<file path="config.mk">
export PLATFORM = sky130hd
export DESIGN_NAME = ps2_keyboard_rx
export DESIGN_NICKNAME = d
export VERILOG_FILES = /design/src/rtl/ps2_keyboard_rx_pkg.sv /design/src/rtl/ps2_keyboard_rx_if.sv /design/src/rtl/ps2_sync_filter.sv /design/src/rtl/ps2_keyboard_rx.sv
export SDC_FILE = /design/constraint.sdc
export NUM_CORES = 1
export LEC_CHECK = 0
export BUFFER_PORTS_ARGS = -buffer_cell sky130_fd_sc_hd__buf_2
export CORE_MARGIN = 5
export CORE_UTILIZATION = 30
export CTS_BUF_LIST = sky130_fd_sc_hd__clkbuf_2
export CTS_CLUSTER_DIAMETER = 60
export DETAILED_ROUTE_END_ITERATION = 16
export GPL_ROUTABILITY_DRIVEN = 0
export PLACE_DENSITY_LB_ADDON = 0.05
export SLEW_MARGIN = 20
export SYNTH_ARGS = -nofsm -noshare
export SYNTH_HDL_FRONTEND = slang
export SYNTH_HIERARCHICAL = 1
export SYNTH_SLANG_ARGS = --single-unit
</file>
<file path="constraint.sdc">
create_clock -name clock -period 2.5 [get_ports clock]
set_input_delay 0.5 -clock clock [delete_from_list [all_inputs] [get_ports clock]]
set_output_delay 0.5 -clock clock [all_outputs]
set_load 0.01 [all_outputs]
</file>
<file path="src/rtl/ps2_keyboard_rx_pkg.sv">
// ps2_keyboard_rx_pkg
// Shared types and helpers for the PS/2 keyboard receiver.
//   rx_state_e   : frame receiver state encoding
//   parity_odd() : odd-parity check over a data byte plus its parity bit
package ps2_keyboard_rx_pkg;

  typedef enum logic [0:0] {
    RX_IDLE  = 1'b0,
    RX_FRAME = 1'b1
  } rx_state_e;

  function automatic logic parity_odd(input logic [7:0] data, input logic parity);
    return ^{data, parity};
  endfunction

endpackage

</file>
<file path="src/rtl/ps2_keyboard_rx_if.sv">
// ps2_keyboard_rx_if
// Link between the PS/2 line conditioner and the frame receiver.
//   data : synchronised ps2_data, aligned with fall
//   fall : one-cycle pulse on each filtered ps2_clock falling edge
// master = conditioner (drives), slave = frame receiver (consumes).
interface ps2_keyboard_rx_if;
  logic data;
  logic fall;

  modport master (output data, output fall);
  modport slave  (input  data, input  fall);
endinterface

</file>
<file path="src/rtl/ps2_sync_filter.sv">
// ps2_sync_filter
// Two-flop synchronisers on both PS/2 lines, a glitch filter on the clock
// line and falling-edge detection of the filtered clock.
//   clock     : system clock
//   reset     : asynchronous active-low reset
//   ps2_clock : raw PS/2 clock line
//   ps2_data  : raw PS/2 data line
//   link      : master side; synchronised data + filtered falling-edge pulse
module ps2_sync_filter #(
  parameter int FILTER_LEN = 8
) (
  input  logic              clock,
  input  logic              reset,
  input  logic              ps2_clock,
  input  logic              ps2_data,
  ps2_keyboard_rx_if.master link
);

  localparam int CW = (FILTER_LEN < 2) ? 1 : $clog2(FILTER_LEN);

  logic          clk_meta_q, clk_sync_q;
  logic          dat_meta_q, dat_sync_q;
  logic          level_q, level_d;
  logic          fall_q, fall_d;
  logic          dat_q;
  logic [CW-1:0] cnt_q, cnt_d;

  // The level flips on the FILTER_LEN-th consecutive disagreeing sample;
  // any agreeing sample restarts the count.
  always_comb begin
    level_d = level_q;
    cnt_d   = '0;
    fall_d  = 1'b0;
    if (clk_sync_q != level_q) begin
      if (cnt_q == CW'(FILTER_LEN - 1)) begin
        level_d = ~level_q;
        fall_d  = level_q;
      end else begin
        cnt_d = cnt_q + 1'b1;
      end
    end
  end

  always_ff @(posedge clock or negedge reset) begin
    if (!reset) begin
      clk_meta_q <= 1'b1;
      clk_sync_q <= 1'b1;
      dat_meta_q <= 1'b1;
      dat_sync_q <= 1'b1;
      level_q    <= 1'b1;
      cnt_q      <= '0;
      fall_q     <= 1'b0;
      dat_q      <= 1'b1;
    end else begin
      clk_meta_q <= ps2_clock;
      clk_sync_q <= clk_meta_q;
      dat_meta_q <= ps2_data;
      dat_sync_q <= dat_meta_q;
      level_q    <= level_d;
      cnt_q      <= cnt_d;
      fall_q     <= fall_d;
      // Captured in the same cycle the edge is decided so data stays aligned with fall.
      dat_q      <= dat_sync_q;
    end
  end

  assign link.data = dat_q;
  assign link.fall = fall_q;

endmodule

</file>
<file path="src/rtl/ps2_keyboard_rx.sv">
// ps2_keyboard_rx
// Receive-only PS/2 keyboard front end: deserialises 11-bit device-to-host
// frames, checks odd parity and stop bit, emits good bytes with a strobe.
//   clock     : system clock (50 MHz)
//   reset     : asynchronous active-low reset
//   ps2_clock : raw PS/2 clock line
//   ps2_data  : raw PS/2 data line
//   scancode  : last good byte, held until the next good byte
//   valid     : one-cycle strobe marking a new scancode
//
// state    | meaning
// RX_IDLE  | bit counter 0, waiting for a start bit (data 0 on a fall)
// RX_FRAME | collecting D0..D7, parity, stop; timeout armed
module ps2_keyboard_rx
  import ps2_keyboard_rx_pkg::*;
#(
  parameter int FILTER_LEN     = 8,
  parameter int TIMEOUT_CYCLES = 50000
) (
  input  logic       clock,
  input  logic       reset,
  input  logic       ps2_clock,
  input  logic       ps2_data,
  output logic [7:0] scancode,
  output logic       valid
);

  localparam int       FRAME_LEN  = 11;
  localparam logic     STOP_LEVEL = 1'b1;
  localparam int       PARITY_IDX = FRAME_LEN - 2;
  localparam int       STOP_IDX   = FRAME_LEN - 1;
  localparam int       TW         = $clog2(TIMEOUT_CYCLES + 1);
  localparam logic [TW-1:0] TMO_LOAD = TW'(TIMEOUT_CYCLES - 1);

  ps2_keyboard_rx_if link ();

  ps2_sync_filter #(
    .FILTER_LEN (FILTER_LEN)
  ) u_sync_filter (
    .clock     (clock),
    .reset     (reset),
    .ps2_clock (ps2_clock),
    .ps2_data  (ps2_data),
    .link      (link)
  );

  rx_state_e     state_q;
  logic [3:0]    bit_cnt_q;
  logic [7:0]    shift_q;
  logic          parity_q;
  logic [TW-1:0] tmo_q;
  logic [7:0]    scancode_q;
  logic          valid_q;

  always_ff @(posedge clock or negedge reset) begin
    if (!reset) begin
      state_q    <= RX_IDLE;
      bit_cnt_q  <= 4'd0;
      shift_q    <= 8'h00;
      parity_q   <= 1'b0;
      tmo_q      <= '0;
      scancode_q <= 8'h00;
      valid_q    <= 1'b0;
    end else begin
      valid_q <= 1'b0;
      case (state_q)
        RX_IDLE: begin
          tmo_q <= '0;
          // A start bit sampled as 1 is not a frame; stay idle.
          if (link.fall && !link.data) begin
            state_q   <= RX_FRAME;
            bit_cnt_q <= 4'd1;
            tmo_q     <= TMO_LOAD;
          end
        end
        RX_FRAME: begin
          if (link.fall) begin
            tmo_q <= TMO_LOAD;
            if (bit_cnt_q == 4'(STOP_IDX)) begin
              state_q   <= RX_IDLE;
              bit_cnt_q <= 4'd0;
              tmo_q     <= '0;
              if (parity_odd(shift_q, parity_q) && (link.data == STOP_LEVEL)) begin
                scancode_q <= shift_q;
                valid_q    <= 1'b1;
              end
            end else begin
              bit_cnt_q <= bit_cnt_q + 4'd1;
              if (bit_cnt_q == 4'(PARITY_IDX)) begin
                parity_q <= link.data;
              end else begin
                // LSB first: shift in at the top so D0 ends up in bit 0.
                shift_q <= {link.data, shift_q[7:1]};
              end
            end
          end else if (tmo_q == '0) begin
            state_q   <= RX_IDLE;
            bit_cnt_q <= 4'd0;
          end else begin
            tmo_q <= tmo_q - 1'b1;
          end
        end
        default: begin
          state_q   <= RX_IDLE;
          bit_cnt_q <= 4'd0;
        end
      endcase
    end
  end

  assign scancode = scancode_q;
  assign valid    = valid_q;

endmodule

</file>
; ---- Word-level counts from Yosys, hierarchy flattened
; Index checks and enable logic that the tools add are counted.
[word_totals]
register_bits = 49
inputBits = 4
[classes]
add_sub_neg = 3
n_eq_ne = 7
mux = 23
bitwise_logic = 4
reduce_logical = 10
[ops]
columns = operator, n
row1 = 2-to-1 mux 16 bit, 4
row2 = one-hot mux 16 bit (2 select lines), 1
row3 = zero test 16 bit, 1
row4 = 2-to-1 mux 4 bit, 4
row5 = "subtractor 16 x 1 -> 16 bit, second input constant", 1
row6 = AND reduction 4 bit, 3
row7 = 2-to-1 mux 1 bit, 10
row8 = parity 9 bit, 1
row9 = "== test 4 bit, second input constant", 2
row10 = one-hot mux 4 bit (2 select lines), 1
row11 = 2-to-1 mux 3 bit, 2
row12 = "adder 4 x 1 -> 4 bit, second input constant", 1
row13 = inverter 1 bit, 4
row14 = AND reduction 2 bit, 2
row15 = "adder 3 x 1 -> 3 bit, second input constant", 1
row16 = "== test 3 bit, second input constant", 1
row17 = "inequality test 3 x 1 -> 1 bit, second input constant", 1
row18 = "inequality test 3 x 2 -> 1 bit, second input constant", 1
row19 = logical AND 1 bit, 2
row20 = "inequality test 2 bit, second input constant", 1
row21 = one-hot mux 1 bit (2 select lines), 1
row22 = zero test 1 bit, 1
row23 = inequality test 1 bit, 1

; ---- Logic depth before layout (Yosys ltp)
[depth]
depth_word = 6
depth_mapped = 7
depth_no_buf = 7

; ---- Hierarchy
; Netlist, hierarchy kept.
[by_module_without_submodules]
columns = module, n_inst, cells_per_inst, area_each_um2, seq_area_each_um2
row1 = ps2_keyboard_rx, 1, 190, 1970.6, 975.9
row2 = ps2_sync_filter, 1, 19, 335.3, 257.7

; ---- Worst setup path before layout
; OpenSTA, ideal clock, no wires.
[synth_timing]
path_kind = reg2reg
from = register tmo_q[12]
to = register tmo_q[0]
setup_time_ns = 0.080
t_arrival_ns = 1.843
setup_slack_ns = 0.578
path_stages_with_launch = 6
path_buffers = 0
synth_period_minus_slack_ns = 1.922
path_cell_list = dfrtp_1 or4_4 or3_4 or2_4 a21oi_1 a2bb2oi_1
[synth_between]
elab_chain_len = 2
[synth_lines]
columns = item, line_no
row1 = from (decl), ps2_keyboard_rx.sv:51  ; logic [TW-1:0] tmo_q;
row2 = from (signal assigned), ps2_keyboard_rx.sv:100  ; tmo_q <= tmo_q - 1'b1;
row3 = zero test 16 bit, ps2_keyboard_rx.sv:96  ; end else if (tmo_q == '0) begin
row4 = inequality test 3 x 2 -> 1 bit (no source line), -
; Every way passes these cells.
; A chain may end at the register's enable or synchronous reset.

; ---- Worst setup path after layout
[layout_timing]
from = register tmo_q[12]
to = register bit_cnt_q[1]
[layout_between]
elab_chain_len = 3
[layout_lines]
columns = item, line_no
row1 = zero test 16 bit, ps2_keyboard_rx.sv:96
row2 = inequality test 3 x 1 -> 1 bit (no source line), -
row3 = AND reduction 2 bit (no source line), -
row4 = to (signal assigned), ps2_keyboard_rx.sv:88  ; bit_cnt_q <= bit_cnt_q + 4'd1;
row5 = to (decl), ps2_keyboard_rx.sv:48  ; logic [3:0] bit_cnt_q;
; Every way passes these cells.

==> results.py <==
metrics = {
    "status": {
        "status": "finished, final reports clean",
    },
    "yosys": {
        "avgSynthCellArea_sq_um": 11.0,
        "synth_cell_types": 38,
        "synthCells": 209,
        "synthesis.area_sq_um": 2310,
        "ys_seq_elements": 49,
        "synth_area_leaders": "dfrtp_1, mux2_2, dfstp_2, nor2_1, xnor2_1",
        "synth_edf_count": 0,
        "synthMostInstantiatedCell": "dfrtp_1",
        "synth.top_cells.by_count": "dfrtp_1, nor2_1, mux2_2",
        "synth_top_area_frac": 0.467,
        "async_flop_share": 1.00,
        "synth_area_leader_cell": "dfrtp_1",
        "synth-seq-area-share": 0.535,
        "synthFlopType": "dfrtp_1",
        "synth_fp_nets": 216,
        "yosysWarnings": 6,
    },
    "detailed_routing": {
        "antenna_left": 0,
        "vias": 1555,
        "wl_per_cell_um": 13.1,
        "drc": 0,
        "routed_wl_um": 4290,
        "drt_iter0_drc": 38,
        "vias_per_cell": 4.74,
        "firstDrtPassIters": 4,
    },
    "layout": {
        "regArea_sq_um": 1230,
        "fin_util": 0.335,
        "fin_cells": 328,
        "drive_above_1_share": 0.239,
        "syn2layout_area_growth_pct": 10.4,
        "fillCellCount": 798,
        "final_nets": 232,
        "n_antenna_cell": 0,
        "multi_input_area_sq_um": 1020,
    },
    "timing": {
        "clock.fmax_mhz": 466,
        "slew_viol_final": 0,
        "rsz0062_at_grt": "false",
        "min_period_ns": 2.15,
        "finalSetupViolCount": 0,
        "fin_tns_setup_ns": 0,
        "hold_viol": 0,
        "finClkSkew_ns": 0.0275,
        "max_slew_margin": 0.561,
        "post-route-period-util": 0.859,
        "worstMarginPinSlew_ns": 0.659,
    },
    "power_and_ir_drop": {
        "peakVddDrop_v": 0.000215,
        "power.total_mw": 1.24,
        "total_leakage_power_nw": 1.23,
        "power_per_cell_area_nw_per_um2": 488,
    },
    "grt": {
        "track_usage": 0.100,
        "grt_pass1_vias": 1703,
        "grt_max_degree": 26,
        "grt_pass1_wl_um": 7860,
        "overflow": 0,
        "antenna_found_initial": 0,
    },
    "clock_tree": {
        "clock_latency_ns": 0.42,
        "cts_tree": "yes",
        "numCtsBuffers": 5,
        "cts.clk_slew.worst_paths_ns": 0.25,
        "ctsHoldBuffers": 0,
        "clock_path_buffers": 2,
        "cts_setup_buffers": 0,
        "htree_num_levels": 2,
        "cts_resized": 0,
        "numClockSinks": 49,
        "cts_root_buf": "clkbuf_2",
    },
    "setup_path": {
        "crit_path_end_kind": "flip-flop",
        "cp_slowest_cell": "or4_4",
        "path_max_fanout": 8,
        "path_class": "reg -> reg",
        "arrival_ns": 2.45,
        "path_cells": "or4_4 -> or3_4 -> or2_4 -> nor2_4 -> o22ai_1",
        "slowest_delay_ns": 0.56,
        "startpoint_type": "flip-flop",
        "crit_required_ns": 2.80,
    },
    "placed_design": {
        "hpwl_um": 3130,
        "dp.cells": 320,
        "io_buffer_count": 12,
    },
    "die": {
        "core_area_sq_um": 7610,
        "die_h_um": 97.7,
        "start_util": 0.303,
        "die_area_sq_um": 9540,
        "rows": 32,
        "die_w_um": 97.7,
        "ios": 13,
    },
    "job": {
        "max-cap-violations": 0,
    },
    "hold_path": {
        "holdCritPathClass": "in -> async",
    },
}
## state kept, by name, summed over array words and instances (netlist names)
| name | count |
|---|---|
| u_sync_filter/dat_sync_q | 1 |
| u_sync_filter/dat_meta_q | 1 |
| tmo_q | 16 |
| u_sync_filter/clk_meta_q | 1 |
| state_q | 1 |
| shift_q | 8 |
| scancode | 8 |
| u_sync_filter/cnt_q | 3 |
| bit_cnt_q | 4 |
| u_sync_filter/link.fall | 1 |
| u_sync_filter/level_q | 1 |
| u_sync_filter/link.data | 1 |
| parity_q | 1 |
| u_sync_filter/clk_sync_q | 1 |
| valid | 1 |
## final cells by class
cell class                 count  area share
multi-input combinational    147       0.402
tap                          102      0.0501
inverter                       7      0.0103
timing repair buffer          15      0.0374
clock buffer                   8      0.0157
sequential                    49       0.485
## kinds of logic after synthesis
logic type      Yosys count  share of synthesized area
simple gates             70                      0.177
fa+ha+maj                 3                     0.0163
mux                      18                     0.0874
xor+xnor                 17                     0.0646
flops                    49                      0.535
compound gates           39                     0.0977
buf+inv                  13                     0.0217
## path summary, 6_finish.rpt
kind	start	to	slack, ns	cells after the start
min reg2reg	u_sync_filter/clk_meta_q	u_sync_filter/clk_sync_q	0.37	0
max in group asynchronous	reset	u_sync_filter/link.data	1.80	2
min in group clock	ps2_data	u_sync_filter/dat_meta_q	0.17	1
min	reset	tmo_q[11]	0.04	1
max	tmo_q[12]	bit_cnt_q[1]	0.35	5
max reg2reg	tmo_q[12]	bit_cnt_q[1]	0.35	5
## metal layers
layer	global-route usage	routed length (um)
met4	0.0319	57
met5	0	0
met1	0.127	1990
met3	0.0280	156
met2	0.165	2090
## cell usage in the layout (no fill, tap or decap), types with 3 or more instances in the layout
cell type  instances
dfstp_2            6
inv_1              7
nand3_1            6
nand2b_1           5
nand2_1            9
nand4_1            3
dfrtp_1           43
xnor2_1            9
nor3_1             5
nor2_1            23
o21ai_0           12
ha_1               3
clkbuf_2           8
nor2b_1            4
a21oi_1           14
o22ai_1            5
buf_2             12
xor2_1             8
mux2_2            16
## per-stage QoR
step                      setup slack, ns  instance area [sq um]  hold slack [ns]
after global placement              0.438                   2500            0.351
after floorplan                     0.578                   2310            0.204
final                               0.353                   2540           0.0406
after detailed placement            0.399                   2500            0.348
after global routing                0.176                   2540           0.0554
after CTS                           0.359                   2540           0.0462
## where the power goes
part,switching (mW),internal (mW)
Combinational,0.0372,0.0348
Clock,0.237,0.0825
Sequential,0.0188,0.832
## critical path, delay by kind of cell, from the launching register on
kind	cells	cell delay, ns
and+or+nand+nor	4	1.43
AOI/OAI and AO/OA	1	0.11
DFF	1	0.48
(Power assumes the default switching activity.)
